==> src/rtl/conv2d_requant_stream_pkg.sv <==
// Shared types and arithmetic helpers for the conv2d requantization stream.
// Helpers work at 64 bits so any ACC_W up to 60 fits without overflow.
package conv_pkg;

   typedef enum logic [1:0] {
      ST_IDLE   = 2'd0,
      ST_STREAM = 2'd1,
      ST_DRAIN  = 2'd2
   } state_t;

   function automatic int acc_w(input int bw, input int dbl);
      return bw * (dbl + 1);
   endfunction

   // Add half an output LSB, then floor-shift: round half toward +inf.
   function automatic logic signed [63:0] rnd_shr(input logic signed [63:0] v, input int sh);
      if (sh > 0)
         return (v + (64'sd1 <<< (sh - 1))) >>> sh;
      return v;
   endfunction

   function automatic logic signed [63:0] sat_to(input logic signed [63:0] v, input int bw);
      logic signed [63:0] hi;
      logic signed [63:0] lo;
      hi = (64'sd1 <<< (bw - 1)) - 64'sd1;
      lo = -(64'sd1 <<< (bw - 1));
      if (v > hi) return hi;
      if (v < lo) return lo;
      return v;
   endfunction

endpackage

==> src/rtl/conv2d_requant_stream_lane.sv <==
// One element of requantization: acc + bias, optional ReLU, rounded shift, saturate.
module requant_lane
   import conv_pkg::*;
#(
   parameter int ACC_W    = 16,
   parameter int BITWIDTH = 8,
   parameter int SH_W     = 4
)(
   input  logic signed [ACC_W-1:0]    acc,
   input  logic signed [ACC_W-1:0]    bias,
   input  logic        [SH_W-1:0]     shift,
   input  logic                       relu_en,
   output logic signed [BITWIDTH-1:0] q
);

   logic signed [63:0] sum;
   logic signed [63:0] shr;

   always_comb begin
      sum = 64'(acc) + 64'(bias);
      if (relu_en && sum < 0)
         sum = '0;
      shr = rnd_shr(sum, int'(shift));
      q   = BITWIDTH'(sat_to(shr, BITWIDTH));
   end

endmodule

==> src/rtl/conv2d_requant_stream.sv <==
// Snapshots conv accumulators on each done edge and streams requantized elements
// one per cycle over valid/ready, kernel-major then pixel order.
module conv2d_requant_stream
   import conv_pkg::*;
#(
   parameter  int BITWIDTH                 = 8,
   parameter  int IS_BITWIDTH_DOUBLE_SCALE = 1,
   parameter  int FEATURE_MAP_NUM          = 9,
   parameter  int KERNEL_NUM               = 1,
   localparam int ACC_W = acc_w(BITWIDTH, IS_BITWIDTH_DOUBLE_SCALE),
   localparam int SH_W  = $clog2(ACC_W),
   localparam int KW    = (KERNEL_NUM > 1) ? $clog2(KERNEL_NUM) : 1,
   localparam int PW    = (FEATURE_MAP_NUM > 1) ? $clog2(FEATURE_MAP_NUM) : 1
)(
   input  logic                                       clk,
   input  logic                                       rst_n,
   input  logic                                       calculate_done,
   input  logic [ACC_W*FEATURE_MAP_NUM*KERNEL_NUM-1:0] channel_in,
   input  logic [ACC_W*KERNEL_NUM-1:0]                bias,
   input  logic [SH_W-1:0]                            shift,
   input  logic                                       relu_en,
   output logic                                       in_ready,
   output logic                                       busy,
   output logic                                       overrun,
   input  logic                                       overrun_clr,
   output logic                                       out_valid,
   input  logic                                       out_ready,
   output logic signed [BITWIDTH-1:0]                 out_data,
   output logic [KW-1:0]                              out_kernel,
   output logic [PW-1:0]                              out_pixel,
   output logic                                       out_last
);

   localparam int NE = FEATURE_MAP_NUM * KERNEL_NUM;
   localparam int EW = (NE > 1) ? $clog2(NE) : 1;
   localparam logic [PW-1:0] R_LAST = PW'(FEATURE_MAP_NUM - 1);
   localparam logic [KW-1:0] K_LAST = KW'(KERNEL_NUM - 1);

   state_t                             state;
   logic                               done_q;
   logic                               cap;
   logic [NE-1:0][ACC_W-1:0]           acc_snap;
   logic [KERNEL_NUM-1:0][ACC_W-1:0]   bias_snap;
   logic [SH_W-1:0]                    shift_q;
   logic                               relu_q;
   logic [PW-1:0]                      r_idx;
   logic [KW-1:0]                      k_idx;
   logic [EW-1:0]                      elem_idx;
   logic                               is_final;
   logic signed [BITWIDTH-1:0]         lane_q;

   assign cap      = calculate_done & ~done_q;
   assign busy     = (state != ST_IDLE);
   assign in_ready = ~busy;
   assign is_final = (r_idx == R_LAST) && (k_idx == K_LAST);
   assign elem_idx = EW'(32'(r_idx) * 32'(KERNEL_NUM) + 32'(k_idx));

   requant_lane #(
      .ACC_W    (ACC_W),
      .BITWIDTH (BITWIDTH),
      .SH_W     (SH_W)
   ) u_lane (
      .acc     (acc_snap[elem_idx]),
      .bias    (bias_snap[k_idx]),
      .shift   (shift_q),
      .relu_en (relu_q),
      .q       (lane_q)
   );

   always_ff @(posedge clk or negedge rst_n) begin
      if (!rst_n) begin
         state      <= ST_IDLE;
         done_q     <= 1'b0;
         overrun    <= 1'b0;
         acc_snap   <= '0;
         bias_snap  <= '0;
         shift_q    <= '0;
         relu_q     <= 1'b0;
         r_idx      <= '0;
         k_idx      <= '0;
         out_valid  <= 1'b0;
         out_data   <= '0;
         out_kernel <= '0;
         out_pixel  <= '0;
         out_last   <= 1'b0;
      end else begin
         done_q <= calculate_done;
         // A new result arriving mid-pass is dropped; set beats a same-cycle clear.
         if (cap && state != ST_IDLE)
            overrun <= 1'b1;
         else if (overrun_clr)
            overrun <= 1'b0;

         case (state)
            ST_IDLE: begin
               if (cap) begin
                  acc_snap  <= channel_in;
                  bias_snap <= bias;
                  shift_q   <= shift;
                  relu_q    <= relu_en;
                  r_idx     <= '0;
                  k_idx     <= '0;
                  state     <= ST_STREAM;
               end
            end
            ST_STREAM: begin
               if (!out_valid || out_ready) begin
                  out_valid  <= 1'b1;
                  out_data   <= lane_q;
                  out_kernel <= k_idx;
                  out_pixel  <= r_idx;
                  out_last   <= is_final;
                  if (is_final) begin
                     state <= ST_DRAIN;
                  end else if (r_idx == R_LAST) begin
                     r_idx <= '0;
                     k_idx <= k_idx + 1'b1;
                  end else begin
                     r_idx <= r_idx + 1'b1;
                  end
               end
            end
            ST_DRAIN: begin
               if (out_ready) begin
                  out_valid <= 1'b0;
                  out_last  <= 1'b0;
                  state     <= ST_IDLE;
               end
            end
            default: state <= ST_IDLE;
         endcase
      end
   end

endmodule
==> config.mk <==
export PLATFORM = sky130hd
export DESIGN_NAME = conv2d_requant_stream
export DESIGN_NICKNAME = d
export VERILOG_FILES = /design/src/rtl/conv2d_requant_stream_pkg.sv /design/src/rtl/conv2d_requant_stream_lane.sv /design/src/rtl/conv2d_requant_stream.sv
export SDC_FILE = /design/constraint.sdc
export NUM_CORES = 1
export LEC_CHECK = 0
export ABC_CLOCK_PERIOD_IN_PS = 7400
export BUFFER_PORTS_ARGS = -buffer_cell sky130_fd_sc_hd__buf_2
export CELL_PAD_IN_SITES_DETAIL_PLACEMENT = 1
export CELL_PAD_IN_SITES_GLOBAL_PLACEMENT = 1
export CORE_MARGIN = 5
export CORE_UTILIZATION = 30
export CTS_CLUSTER_SIZE = 25
export DETAILED_ROUTE_END_ITERATION = 10
export PLACE_DENSITY = 0.65
export SYNTH_ARGS = -nofsm -noshare
export SYNTH_HDL_FRONTEND = slang
export SYNTH_SLANG_ARGS = --single-unit
==> constraint.sdc <==
create_clock -name clk -period 7.4 [get_ports clk]
set_input_delay 0.37 -clock clk [delete_from_list [all_inputs] [get_ports clk]]
set_output_delay 0.37 -clock clk [all_outputs]
set_load 0.05 [all_outputs]
==> impl_metrics.tcl <==
set metrics [dict create \
    port_buffers 187 \
    dpl_cell_area_sq_um 17200 \
    clk_pin_slew_ps 70 \
    final_layout_size_suffix_gt1_share_pct 48.7 \
    drt-pass1-iter-count 7 \
    async_flop_share_pct 100 \
    crit_buf_inv 22 \
    drv_cap 0 \
    setup_viol 7 \
    ctsHoldBuffers 0 \
    rsz0062_at_grt "yes" \
    fin_nets 2075 \
    grt_pass1_vias 14800 \
    overflow 0 \
    finalCriticalPeriod_ps 7520 \
    fmax_mhz 133 \
    period_share_pct 102 \
    cts_buffer_depth 2 \
    relSlewSlack_pct 25.4 \
    wirelength_microns 57800 \
    die_y_microns 224 \
    synth_top_cell_by_area "dfrtp_1" \
    finalMaxSlewViolations 0 \
    syn2layout_area_growth_pct 40.8 \
    die_x_microns 224 \
    core-area_sq_um 45300 \
    final_core_util_pct 42.7 \
    drtIter0Drc 929 \
    yosys-top-cells-count "dfrtp_1 (189), mux2_2 (172), nand2_1 (97), nor2_1 (97), a21oi_1 (85)" \
    synth.distinct_cells 87 \
    postRouteAntennaNets 0 \
    max_stage_delay_ps 550 \
    violations "negative setup slack" \
    synth_ff_type "dfrtp_1" \
    ios 188 \
    hold_class "input pin to async pin" \
    fin_area_sq_um 19300 \
    cts_tree "done" \
    worst_clock_skew_ps 28.5 \
    syn_avg_cell_area_sq_um 9.86 \
    cts_made_buffers 17 \
    drc_errors 0 \
    num_vias 13600 \
    worst-slew-pin-transition_ps 1120 \
    end_kind "flip-flop" \
    yosysSeqAreaShare_pct 34.5 \
    clk_latency_ps 470 \
    worstPathArrival_ps 7870 \
    synth.most_common_cell "dfrtp_1" \
    dieArea_sq_um 50100 \
    cpLargestDelayFamily "buffers and inverters" \
    grt_pass1_wl_microns 88300 \
    wl_per_cell_microns 23.4 \
    synth_cells 1392 \
    synthesis.area_sq_um 13700 \
    grt_use_total_pct 22.4 \
    num_rows 78 \
    hpwl_microns 43100 \
    synth-edff-count 0 \
    finalSetupTns_ps -740 \
    synth_top_area_share_pct 34.5 \
    synth-seq-cells 189 \
    status "complete, but fails checks" \
    htree_levels 4 \
    antenna_found_initial 18 \
    cp_common_cell "buf_4" \
    critPathKind "flip-flop to flip-flop" \
    finalHoldViolCount 0 \
    worst-path-max-fanout 5 \
    clock-sinks 189 \
    finalWorstSetupSlack_ps -119 \
    via_per_inst 5.51 \
    cts_root_buf "clkbuf_16" \
    crit_required_ps 7750 \
    start_util_pct 30.3 \
    grt_max_degree 171 \
    worst_path_max_delay_cell "mux4_2" \
    critPathLaunchType "flip-flop" \
    ys_warn_count 0 \
    netlist_top_cells_area "dfrtp_1 (34%), mux2_2 (14%), mux4_2 (5.6%)" \
    gp_congestion 0.922 \
]
-- cells by family after synthesis --
kind of cell             after synthesis  synth area share, %
AO/OA/AOI/OAI                        376                 18.6
buffers and inverters                112                 3.21
XOR/XNOR                              40                 2.55
adder cells (fa/ha/maj)               56                 5.22
flip-flops                           189                 34.5
multiplexers                         241                 22.4
other                                  1               0.0273
AND/OR/NAND/NOR                      377                 13.6
-- metal layers --
layer	wire, microns	part of all wire (%)	vias to the layer above	global-route usage [%]
met5	138	0.24	-	0
met4	1550	2.7	24	7.08
met3	3020	5.2	118	4.32
met2	29400	51	378	39.3
li1	-	-	6231	-
met1	23600	41	6844	27.8
-- sequential cells by signal, summed over array words and instances (netlist names), 2 cells and up --
register / flops
shift_q: 4
out_data: 8
out_pixel: 4
state: 2
bias_snap: 16
acc_snap: 144
r_idx: 4
-- metrics by stage --
step / worst slack (ps) / hold slack, ps / cells
finish: -119 / 48.5 / 2466
global route: -430 / 34.1 / 2465
CTS: -28.0 / 20.0 / 2447
detailed placement: -654 / 494 / 2367
global placement: -582 / 487 / 2367
floorplan: 66.2 / 74.4 / 1405
-- path summary, 6_finish.rpt --
check / startpoint / depth (start not counted) / slack [ps] / end
setup / recovery: r_idx[0] / 39 / -120 / out_data[2]
hold / removal: rst_n / 1 / 50 / done_q
setup reg to reg: r_idx[0] / 39 / -120 / out_data[2]
hold reg to reg: acc_snap[127] / 1 / 510 / acc_snap[127]
max in group asynchronous: rst_n / 2 / 5760 / k_idx
min in group clk: calculate_done / 1 / 50 / done_q
-- area by class of cell --
class | count | area (sq um)
diodes | 4 | 10.0
inverters | 22 | 85.1
repair buffers | 515 | 3690
flip-flops and latches | 189 | 4730
well taps | 600 | 751
clock inverters | 15 | 180
fillers | 5202 | 26000
clock buffers | 17 | 425
multi-input cells | 1104 | 9450
-- layout by cell type, fill, tap and decap left out, types with 20 or more instances in the layout --
cell type / count
a21oi_1: 63
buf_2: 186
buf_4: 300
dfrtp_1: 189
ha_1: 42
mux2_2: 172
mux2i_1: 27
mux4_2: 34
nand2_1: 93
nand3_1: 38
nand4_1: 25
nor2_1: 86
nor3_1: 26
o21ai_0: 52
o21ai_1: 20
o22ai_1: 20
-- repair_timing --
action,4_1_cts,5_1_grt
setup buffers,45,16
resized for setup,137,69
pin swaps,46,38
gates cloned,4,1
endpoints found under the setup margin,7,7
hold endpoints to repair,0,0
Power is left out: the tool's default activity adds up to more than one toggle a clock period on the data nets, which glitch-free logic cannot reach.
